**src/rtl/cursor_blink_seq_pkg.sv**
```systemverilog
// rtl/cursor_blink_seq_pkg.sv - shared state encoding and defaults for the cursor blink sequencer
package cursor_pkg;

  localparam int X_W_DEF     = 6;
  localparam int Y_W_DEF     = 6;
  localparam int COLOR_W_DEF = 3;
  localparam int BLACK_DEF   = 0;
  localparam int WD_CYC_DEF  = 16_000_000;

  localparam logic [3:0] S_IDLE    = 4'd0;
  localparam logic [3:0] S_ARM_B   = 4'd1;
  localparam logic [3:0] S_WR_B    = 4'd2;
  localparam logic [3:0] S_START_B = 4'd3;
  localparam logic [3:0] S_WAIT_B  = 4'd4;
  localparam logic [3:0] S_ARM_C   = 4'd5;
  localparam logic [3:0] S_WR_C    = 4'd6;
  localparam logic [3:0] S_START_C = 4'd7;
  localparam logic [3:0] S_WAIT_C  = 4'd8;
  localparam logic [3:0] S_RESTORE = 4'd9;

  typedef enum logic [3:0] {
    IDLE    = S_IDLE,
    ARM_B   = S_ARM_B,
    WR_B    = S_WR_B,
    START_B = S_START_B,
    WAIT_B  = S_WAIT_B,
    ARM_C   = S_ARM_C,
    WR_C    = S_WR_C,
    START_C = S_START_C,
    WAIT_C  = S_WAIT_C,
    RESTORE = S_RESTORE
  } state_e;

  function automatic logic is_wait(input state_e s);
    return (s == WAIT_B) || (s == WAIT_C);
  endfunction

endpackage

```
**src/rtl/cursor_blink_seq_if.sv**
```systemverilog
// rtl/cursor_blink_seq_if.sv - timer handshake and framebuffer write port bundle
interface cursor_blink_seq_if
  import cursor_pkg::*;
#(
  parameter int X_W     = X_W_DEF,
  parameter int Y_W     = Y_W_DEF,
  parameter int COLOR_W = COLOR_W_DEF
) ();

  logic                   tmr_rst;
  logic                   tmr_init;
  logic                   tmr_done;
  logic                   wr_req;
  logic [X_W+Y_W-1:0]     wr_addr;
  logic [COLOR_W-1:0]     wr_data;
  logic                   wr_ack;

  modport master (
    output tmr_rst, tmr_init, wr_req, wr_addr, wr_data,
    input  tmr_done, wr_ack
  );

  modport slave (
    input  tmr_rst, tmr_init, wr_req, wr_addr, wr_data,
    output tmr_done, wr_ack
  );

endinterface

```
**src/rtl/cursor_blink_seq_fb_write_port.sv**
```systemverilog
// rtl/cursor_blink_seq_fb_write_port.sv - req/ack holding register for one framebuffer write
module fb_write_port
  import cursor_pkg::*;
#(
  parameter int AW = X_W_DEF + Y_W_DEF,
  parameter int DW = COLOR_W_DEF
) (
  input  logic          clk,
  input  logic          rst,
  input  logic          start,
  input  logic [AW-1:0] addr,
  input  logic [DW-1:0] data,
  output logic          done,
  output logic          wr_req,
  output logic [AW-1:0] wr_addr,
  output logic [DW-1:0] wr_data,
  input  logic          wr_ack
);

  logic          req_q, req_d;
  logic          done_q, done_d;
  logic [AW-1:0] addr_q, addr_d;
  logic [DW-1:0] data_q, data_d;

  // done is a one-cycle pulse in the cycle after the accepting edge, when wr_req is already low
  always_comb begin
    req_d  = req_q;
    done_d = 1'b0;
    addr_d = addr_q;
    data_d = data_q;
    if (req_q) begin
      if (wr_ack) begin
        req_d  = 1'b0;
        done_d = 1'b1;
      end
    end else if (start) begin
      req_d  = 1'b1;
      addr_d = addr;
      data_d = data;
    end
  end

  always_ff @(negedge clk or posedge rst) begin
    if (rst) begin
      req_q  <= 1'b0;
      done_q <= 1'b0;
      addr_q <= '0;
      data_q <= '0;
    end else begin
      req_q  <= req_d;
      done_q <= done_d;
      addr_q <= addr_d;
      data_q <= data_d;
    end
  end

  assign done    = done_q;
  assign wr_req  = req_q;
  assign wr_addr = addr_q;
  assign wr_data = data_q;

endmodule

```
**src/rtl/cursor_blink_seq.sv**
```systemverilog
// rtl/cursor_blink_seq.sv - blinks the cursor pixel black/saved colour using one shared interval timer
module cursor_blink_seq
  import cursor_pkg::*;
#(
  parameter int X_W     = X_W_DEF,
  parameter int Y_W     = Y_W_DEF,
  parameter int COLOR_W = COLOR_W_DEF,
  parameter int BLACK   = BLACK_DEF,
  parameter int WD_CYC  = WD_CYC_DEF
) (
  input  logic                clk,
  input  logic                rst,
  input  logic                enable,
  input  logic [X_W-1:0]      cur_x,
  input  logic [Y_W-1:0]      cur_y,
  input  logic [COLOR_W-1:0]  pix_color,
  cursor_blink_seq_if.master  bus,
  output logic                black_on,
  output logic                busy,
  output logic                err
);

  localparam int AW   = X_W + Y_W;
  localparam int WD_W = $clog2(WD_CYC + 1);

  state_e             state_q, state_d;
  logic [AW-1:0]      sv_addr_q, sv_addr_d;
  logic [COLOR_W-1:0] sv_col_q, sv_col_d;
  logic               black_on_q, black_on_d;
  logic               err_q, err_d;
  logic [WD_W-1:0]    wd_q, wd_d;

  logic [AW-1:0]      cur_addr;
  logic               moved;
  logic               wd_hit;
  logic               wp_start;
  logic               wp_done;
  logic [COLOR_W-1:0] wp_data;

  assign cur_addr = {cur_y, cur_x};
  assign moved    = (cur_addr != sv_addr_q);
  // wd_q counts the tmr_init cycle as 1, so this is the cycle the count reaches WD_CYC
  assign wd_hit   = is_wait(state_q) && (wd_q == WD_W'(WD_CYC - 1));

  always_comb begin
    state_d    = state_q;
    sv_addr_d  = sv_addr_q;
    sv_col_d   = sv_col_q;
    black_on_d = black_on_q;
    err_d      = err_q;
    wd_d       = wd_q;
    case (state_q)
      IDLE: begin
        if (enable && !err_q) begin
          sv_addr_d = cur_addr;
          sv_col_d  = pix_color;
          state_d   = ARM_B;
        end
      end
      ARM_B: state_d = enable ? WR_B : IDLE;
      WR_B: begin
        if (wp_done) begin
          black_on_d = 1'b1;
          state_d    = enable ? START_B : RESTORE;
        end
      end
      START_B: begin
        wd_d    = WD_W'(1);
        state_d = enable ? WAIT_B : RESTORE;
      end
      WAIT_B: begin
        wd_d = wd_q + WD_W'(1);
        if (wd_hit) begin
          err_d   = 1'b1;
          state_d = RESTORE;
        end else if (!enable || moved) begin
          state_d = RESTORE;
        end else if (bus.tmr_done) begin
          state_d = ARM_C;
        end
      end
      ARM_C: state_d = enable ? WR_C : RESTORE;
      WR_C: begin
        if (wp_done) begin
          black_on_d = 1'b0;
          state_d    = enable ? START_C : IDLE;
        end
      end
      START_C: begin
        wd_d    = WD_W'(1);
        state_d = enable ? WAIT_C : IDLE;
      end
      WAIT_C: begin
        wd_d = wd_q + WD_W'(1);
        if (wd_hit) begin
          err_d   = 1'b1;
          state_d = IDLE;
        end else if (!enable) begin
          state_d = IDLE;
        end else if (moved || bus.tmr_done) begin
          sv_addr_d = cur_addr;
          sv_col_d  = pix_color;
          state_d   = ARM_B;
        end
      end
      RESTORE: begin
        // a move-triggered restore hands straight over to the new position's black phase
        if (wp_done) begin
          black_on_d = 1'b0;
          if (enable && !err_q) begin
            sv_addr_d = cur_addr;
            sv_col_d  = pix_color;
            state_d   = ARM_B;
          end else begin
            state_d = IDLE;
          end
        end
      end
      default: state_d = IDLE;
    endcase
  end

  always_ff @(negedge clk or posedge rst) begin
    if (rst) begin
      state_q    <= IDLE;
      sv_addr_q  <= '0;
      sv_col_q   <= '0;
      black_on_q <= 1'b0;
      err_q      <= 1'b0;
      wd_q       <= '0;
    end else begin
      state_q    <= state_d;
      sv_addr_q  <= sv_addr_d;
      sv_col_q   <= sv_col_d;
      black_on_q <= black_on_d;
      err_q      <= err_d;
      wd_q       <= wd_d;
    end
  end

  // a write is launched on the edge that enters a write state, so wr_req is up for its first cycle
  assign wp_start = (state_d != state_q) &&
                    ((state_d == WR_B) || (state_d == WR_C) || (state_d == RESTORE));
  assign wp_data  = (state_d == WR_B) ? COLOR_W'(BLACK) : sv_col_q;

  fb_write_port #(
    .AW (AW),
    .DW (COLOR_W)
  ) u_fb_write_port (
    .clk     (clk),
    .rst     (rst),
    .start   (wp_start),
    .addr    (sv_addr_q),
    .data    (wp_data),
    .done    (wp_done),
    .wr_req  (bus.wr_req),
    .wr_addr (bus.wr_addr),
    .wr_data (bus.wr_data),
    .wr_ack  (bus.wr_ack)
  );

  assign bus.tmr_rst  = (state_q == ARM_B) || (state_q == ARM_C);
  assign bus.tmr_init = (state_q == START_B) || (state_q == START_C);
  assign black_on     = black_on_q;
  assign busy         = (state_q != IDLE);
  assign err          = err_q;

endmodule
```
**src/flat_wrapper.sv**
```systemverilog
// flat-port wrapper written by rule: the top's interface ports become plain ports
module cursor_blink_seq_flat import cursor_pkg::*;
#(
  parameter int X_W     = X_W_DEF,
  parameter int Y_W     = Y_W_DEF,
  parameter int COLOR_W = COLOR_W_DEF,
  parameter int BLACK   = BLACK_DEF,
  parameter int WD_CYC  = WD_CYC_DEF
)
  (clk, rst, enable, cur_x, cur_y, pix_color, black_on, busy, err, bus_tmr_rst, bus_tmr_init, bus_wr_req, bus_wr_addr, bus_wr_data, bus_tmr_done, bus_wr_ack);
  cursor_blink_seq_if #(.X_W(X_W), .Y_W(Y_W), .COLOR_W(COLOR_W)) bus_i ();
  input  logic clk;
  input  logic rst;
  input  logic enable;
  input  logic [X_W-1:0] cur_x;
  input  logic [Y_W-1:0] cur_y;
  input  logic [COLOR_W-1:0] pix_color;
  output logic black_on;
  output logic busy;
  output logic err;
  output wire logic [$bits(bus_i.tmr_rst)-1:0] bus_tmr_rst;
  output wire logic [$bits(bus_i.tmr_init)-1:0] bus_tmr_init;
  output wire logic [$bits(bus_i.wr_req)-1:0] bus_wr_req;
  output wire logic [$bits(bus_i.wr_addr)-1:0] bus_wr_addr;
  output wire logic [$bits(bus_i.wr_data)-1:0] bus_wr_data;
  input wire logic [$bits(bus_i.tmr_done)-1:0] bus_tmr_done;
  input wire logic [$bits(bus_i.wr_ack)-1:0] bus_wr_ack;
  assign bus_tmr_rst = bus_i.tmr_rst;
  assign bus_tmr_init = bus_i.tmr_init;
  assign bus_wr_req = bus_i.wr_req;
  assign bus_wr_addr = bus_i.wr_addr;
  assign bus_wr_data = bus_i.wr_data;
  assign bus_i.tmr_done = bus_tmr_done;
  assign bus_i.wr_ack = bus_wr_ack;
  cursor_blink_seq #(.X_W(X_W), .Y_W(Y_W), .COLOR_W(COLOR_W), .BLACK(BLACK), .WD_CYC(WD_CYC)) u_core (.clk(clk), .rst(rst), .enable(enable), .cur_x(cur_x), .cur_y(cur_y), .pix_color(pix_color), .bus(bus_i), .black_on(black_on), .busy(busy), .err(err));
endmodule
```
**config.mk**
```make
export PLATFORM = sky130hd
export DESIGN_NAME = cursor_blink_seq_flat
export DESIGN_NICKNAME = d
export VERILOG_FILES = /design/src/rtl/cursor_blink_seq_pkg.sv /design/src/rtl/cursor_blink_seq_if.sv /design/src/rtl/cursor_blink_seq_fb_write_port.sv /design/src/rtl/cursor_blink_seq.sv /design/src/flat_wrapper.sv
export SDC_FILE = /design/constraint.sdc
export NUM_CORES = 1
export LEC_CHECK = 0
export CAP_MARGIN = 20
export CORE_AREA = 2 2 83 85
export DETAILED_ROUTE_END_ITERATION = 6
export DIE_AREA = 0 0 85 87
export PLACE_DENSITY_LB_ADDON = 0.15
export SYNTH_ARGS = -nofsm -noshare
export SYNTH_HDL_FRONTEND = slang
export SYNTH_SLANG_ARGS = --single-unit
```
**constraint.sdc**
```tcl
create_clock -name clk -period 3 [get_ports clk]
set_clock_uncertainty 0.1 [all_clocks]
set_input_delay 0.6 -clock clk [delete_from_list [all_inputs] [get_ports clk]]
set_output_delay 0.6 -clock clk [all_outputs]
set_load 0.02 [all_outputs]
```
Word level (Yosys, flattened, before mapping)
Cells that the tools add are included.

$add $sub $neg: 1. Eq/ne operators: 21. Mux-type cells: 40. Bitwise logic cells: 1. Reduce and logical (&&, ||, !) cells: 24.

Operator list (count): 12-bit two-way mux (5); 4-bit two-way mux (14); 24-bit case mux with 2 select lines (1); 4-bit case mux with 10 select lines (1); 12-bit case mux with 3 select lines (1); 24-bit by 1-bit adder with 24-bit output, second input constant (1); 24-bit == test, second input constant (1); 3-bit two-way mux (7); 4-bit by 3-bit == test with 1-bit output, second input constant (5); 4-bit by 2-bit == test with 1-bit output, second input constant (3); 4-bit == test, second input constant (3); 12-bit inequality test (1); 2-bit inequality test, second input constant (5); 3-bit case mux with 3 select lines (1); 1-bit two-way mux (8); 1-bit logical OR (7); 2-bit OR reduction (3); 5-bit AND reduction (1); 4-bit by 1-bit == test with 1-bit output, second input constant (1); 4-bit zero test (1); 4-bit inequality test (1); 2-bit AND reduction (2); 2-bit nonzero test (2); 4-bit nonzero test (1); 8 further kinds (11).

Flip-flop bits (word level): 62. Input port bits: 20. Output and inout port bits: 21. Word-level logic and storage cells: 97.

Depth between registers and ports, before layout
Depth after elaboration: 12. Mapped depth: 10. Depth with buffers taken out: 9.

By module
A second synthesis with hierarchy kept.

Cell total of the unflattened synthesis: 312. Area, all modules: 3345.7 µm².

By module, submodules not included: cursor_blink_seq (times used 1, cells each 273, area an instance 2658.8 µm²); fb_write_port (times used 1, cells each 39, area an instance 686.9 µm²).

==> summary.md <==
| Metric | Value |
|---|---|
| Final hold violations | 0 |
| ANT cells | 0 |
| Hold Path Class | reg -> reg |
| Fraction of layout cells with a size suffix above 1 | 0.452 |
| Crit. path cell count | 13 |
| Post-synth ARST share | 1.00 |
| Top cell by count, worst path | sky130_fd_sc_hd__buf_6 |
| EDFF count, synth | 0 |
| Hold WS | 325 ps |
| Clock latency on the worst-skew pair | approximately 330 ps |
| Worst-case reg-to-reg path depth | 13 |
| Worst Tran Pin Value | 362 ps |
| Leakage power | 2.18 nW |
| Final WL | 7.99 mm |
| Remaining antenna violation count | 0 |
| Chip width | between 80 and 90 um |
| Gr ovfl total | 0 |
| Crit-path slowest cell | sky130_fd_sc_hd__nor4_2 |
| Length of the first detailed-routing pass in iterations | 4 |
| Number of instances in the synthesized netlist | 297 |
| Result of the run | finished, violations left |
| Mean cell area of the mapped netlist | 10.7 sq um |
| Count of max-cap constraint violations | 0 |
| Sw frac | 0.345 |
| Remaining DRCs | 0 |
| Layout area overhead | 48.9% |
| Share of the synthesized area in the top cell type | 0.490 |
| Standard cell core area | 6570 sq um |
| Kind of start point of the critical path | primary input |
| Drt wl/cell | 16.0 um |
| Number of max-slew violations in the final report | 0 |
| Number of cells traversed by the worst hold path | 1 |
| Vias per Instance | 5.44 |
| Via Count | 2707 |
| Placement row count | 30 |
| Number of distinct library cell variants in the gate-level netlist after synthesis | 53 |
| Initial Utilization | 0.482 |
| Total Die Area | 7400 sq um |
| Ordered list of cells on the worst path | buf_6, xor2_1, nor4_2, nand3_1, buf_6, nor4_2, buf_4, o21ai_4, mux2i_4, a211oi_4, buf_6, buf_12, mux2_4 |
| Maximum number of pins on one net before global-route repair | 35 |
| Headroom to the max-slew limit | 0.757 |
| Setup repair after global routing missed its margin | true |
| Number of setup violations in the final report | 56 |
| Number of hold buffers added after CTS | 0 |
| Clock tree from TritonCTS | yes |
| Internal reg-to-reg setup slack | -270 ps |
| Slowest cell delay on critical path | 300 ps |
| Top cell family by delay on the critical path | buffers and inverters |
| Post-DP HPWL | 4.99 mm |
| Clock tree root driver cell | sky130_fd_sc_hd__clkbuf_8 |
| Leading cell types in the layout, fill and taps excluded | 62 x sky130_fd_sc_hd__dfrtn_1, 61 x sky130_fd_sc_hd__buf_4, 34 x sky130_fd_sc_hd__buf_6 |
| Part of the total power dissipated in sequential elements | 0.277 |
| PnR Total Power | between 4 and 5 mW |
| Top-level port count | a little over 40 |
| Htree depth | 3 |
| Part of the total power dissipated in the clock network | 0.185 |
| Worst r2r dst | u_core.u_fb_write_port.wr_addr[11] |
| Largest fanout on the critical path | 5 |
| Worst EP arrival | 2900 ps |
| CP required | 1570 ps |
| RePlAce Congestion | 0.872 |
| Clock sink count | 62 |
| Net count reported at finish | 434 |
| Number of CTS-inserted buffers | 9 |
| Yosys synthesis warning count | 0 |
| Area of combinational cells with multiple inputs | approximately 1700 sq um |
| Endpoint of the worst hold path | u_core.wd_q[9] |
| Height of the die | 87 um |
| Initial drt markers | approximately 170 |
| Cell types with the largest area share after synthesis | sky130_fd_sc_hd__dfrtn_1 49%, sky130_fd_sc_hd__mux2_2 7.5%, sky130_fd_sc_hd__nand3_1 4.4%, sky130_fd_sc_hd__xor2_1 3.9%, sky130_fd_sc_hd__mux2i_1 3.5% |
| Worst voltage drop across the vdd grid | 702 uV |
| Biggest area consumer among synthesized cells | sky130_fd_sc_hd__dfrtn_1 |
| Utilization after layout | 0.718 |
| Antenna violations before repair | 0 |
| Cell area after technology mapping | approximately 3200 sq um |
| FF-to-FF Start | u_core.state_q[3] |
| Origin of the worst min-delay path | u_core.wd_q[9] |
| Share of power burned in combinational logic | 0.538 |
| Number of buffers between clock root and the deepest sink | 2 |
| Wire length of the first global-routing pass | 13.3 mm |
| Power density over cell area | just over 1000 nW/um^2 |
| Seq cells post-synth | 62 |
| Violated checks | setup timing |
| Critical path start-end classification | in -> reg |
| Internal power of the cells | 3.17 mW |
| Aggregate global-route resource usage | 0.230 |
| Number of global-route vias before repair | 2691 |
| Register area | 1550 sq um |
| Number of buffers and inverters on the critical path | 5 |
| Net count after synthesis | 318 |
| Final critical-path setup slack | -1320 ps |
| CP endpoint kind | flip-flop |
| Worst slack, placed | -2100 ps |
| Clock-pin slew on the worst setup and hold paths | 50 ps |
| Psw | 1.67 mW |
| Leading register cell type out of synthesis | sky130_fd_sc_hd__dfrtn_1 |
| Port bufs | 40 |
| Filler cell count | ~460 |
| Most common cell after layout, fill and taps aside | sky130_fd_sc_hd__dfrtn_1 |
| Sequential-to-total area share from yosys stat | 0.490 |
## power groups by stage
stage                     logic (mW)  registers, mW  clock network [mW]
after global routing            2.78           1.37               0.949
after global placement          2.03           1.32                   0
after CTS                       2.53           1.34               0.908
final                           2.61           1.35               0.896
after detailed placement        2.06           1.32                   0
after floorplan                 1.18           1.41                   0
## worst reg2reg max path: cells and delay by family (launching register included)
family                 cells  cell delay [ps]
buffers and inverters      5              680
flip-flops                 1              390
multiplexers               1              290
AO/OA/AOI/OAI              5             1100
AND/OR/NAND/NOR            2              540
## area by class of cell
class | instances | area share
sequential | 62 | 0.329
clock inverter | 7 | 0.0239
tap | 80 | 0.0212
timing repair buffer | 116 | 0.226
clock buffer | 9 | 0.0262
multi-input combinational | 216 | 0.365
inverter | 8 | 0.00875
## synthesized netlist by cell type (all sizes together), types with 2 or more instances
cell and count:
a21o 3, a21oi 8, and2 3, and3 8, and4 3, buf 4, clkbuf 7, dfrtn 62
inv 8, mux2 27, mux2i 11, nand2 27, nand2b 4, nand3 28, nand4 2, nor2 13
nor2b 5, nor3 3, nor4 5, o211ai 2, o21a 2, o21ai 23, o31ai 3, or4 2
or4b 2, xnor2 2, xor2 14
## timing repair
item                       in CTS  in global routing
setup endpoints to repair      56                 56
resized for setup             209                  9
cloned                          2                  0
setup buffers                  15                  4
pin swaps                      17                  6
## registers in the layout (all words and copies together) (netlist names)
name                            count
u_core.u_fb_write_port.done         1
u_core.sv_addr_q                   12
u_core.sv_col_q                     3
u_core.wd_q                        24
u_core.black_on                     1
u_core.state_q                      4
u_core.u_fb_write_port.wr_data      3
u_core.err                          1
u_core.u_fb_write_port.wr_addr     12
u_core.u_fb_write_port.wr_req       1
## how the worst max path moves through the flow
stage	from	to	slack, ps
floorplan	cur_x[1]	u_core.u_fb_write_port.wr_addr[0]	-1460
global placement	cur_y[5]	u_core.u_fb_write_port.wr_addr[6]	-2000
detailed placement	cur_x[5]	u_core.u_fb_write_port.wr_addr[9]	-2100
CTS	cur_y[4]	u_core.u_fb_write_port.wr_addr[9]	-1280
global route	cur_y[2]	u_core.u_fb_write_port.wr_addr[11]	-1430
finish	cur_y[4]	u_core.u_fb_write_port.wr_addr[11]	-1320
## logic make-up after synthesis
kind of cell             after synthesis  share of synthesized area
AO/OA/AOI/OAI                         50                      0.111
XOR/XNOR                              16                     0.0442
adder cells (fa/ha/maj)                1                    0.00395
buffers and inverters                 19                     0.0265
flip-flops                            62                      0.490
multiplexers                          38                      0.138
AND/OR/NAND/NOR                      111                      0.188
## routing by layer
layer | track usage | up-vias | part of all wire
li1 | - | 1299 | -
met1 | 0.322 | 1322 | 0.46
met2 | 0.345 | 72 | 0.47
met3 | 0.0464 | 14 | 0.045
met4 | 0.105 | 0 | 0.020
met5 | 0 | - | 0
## per-stage QoR
stage | cells | cell area, sq um | setup TNS, ps
after global placement | 462 | 4150 | -63290
final | 498 | 4720 | -37580
after CTS | 495 | 4690 | -36650
after floorplan | 297 | 3270 | -35100
after global routing | 498 | 4720 | -41440
after detailed placement | 462 | 4150 | -65150
(Power assumes the default switching activity.)
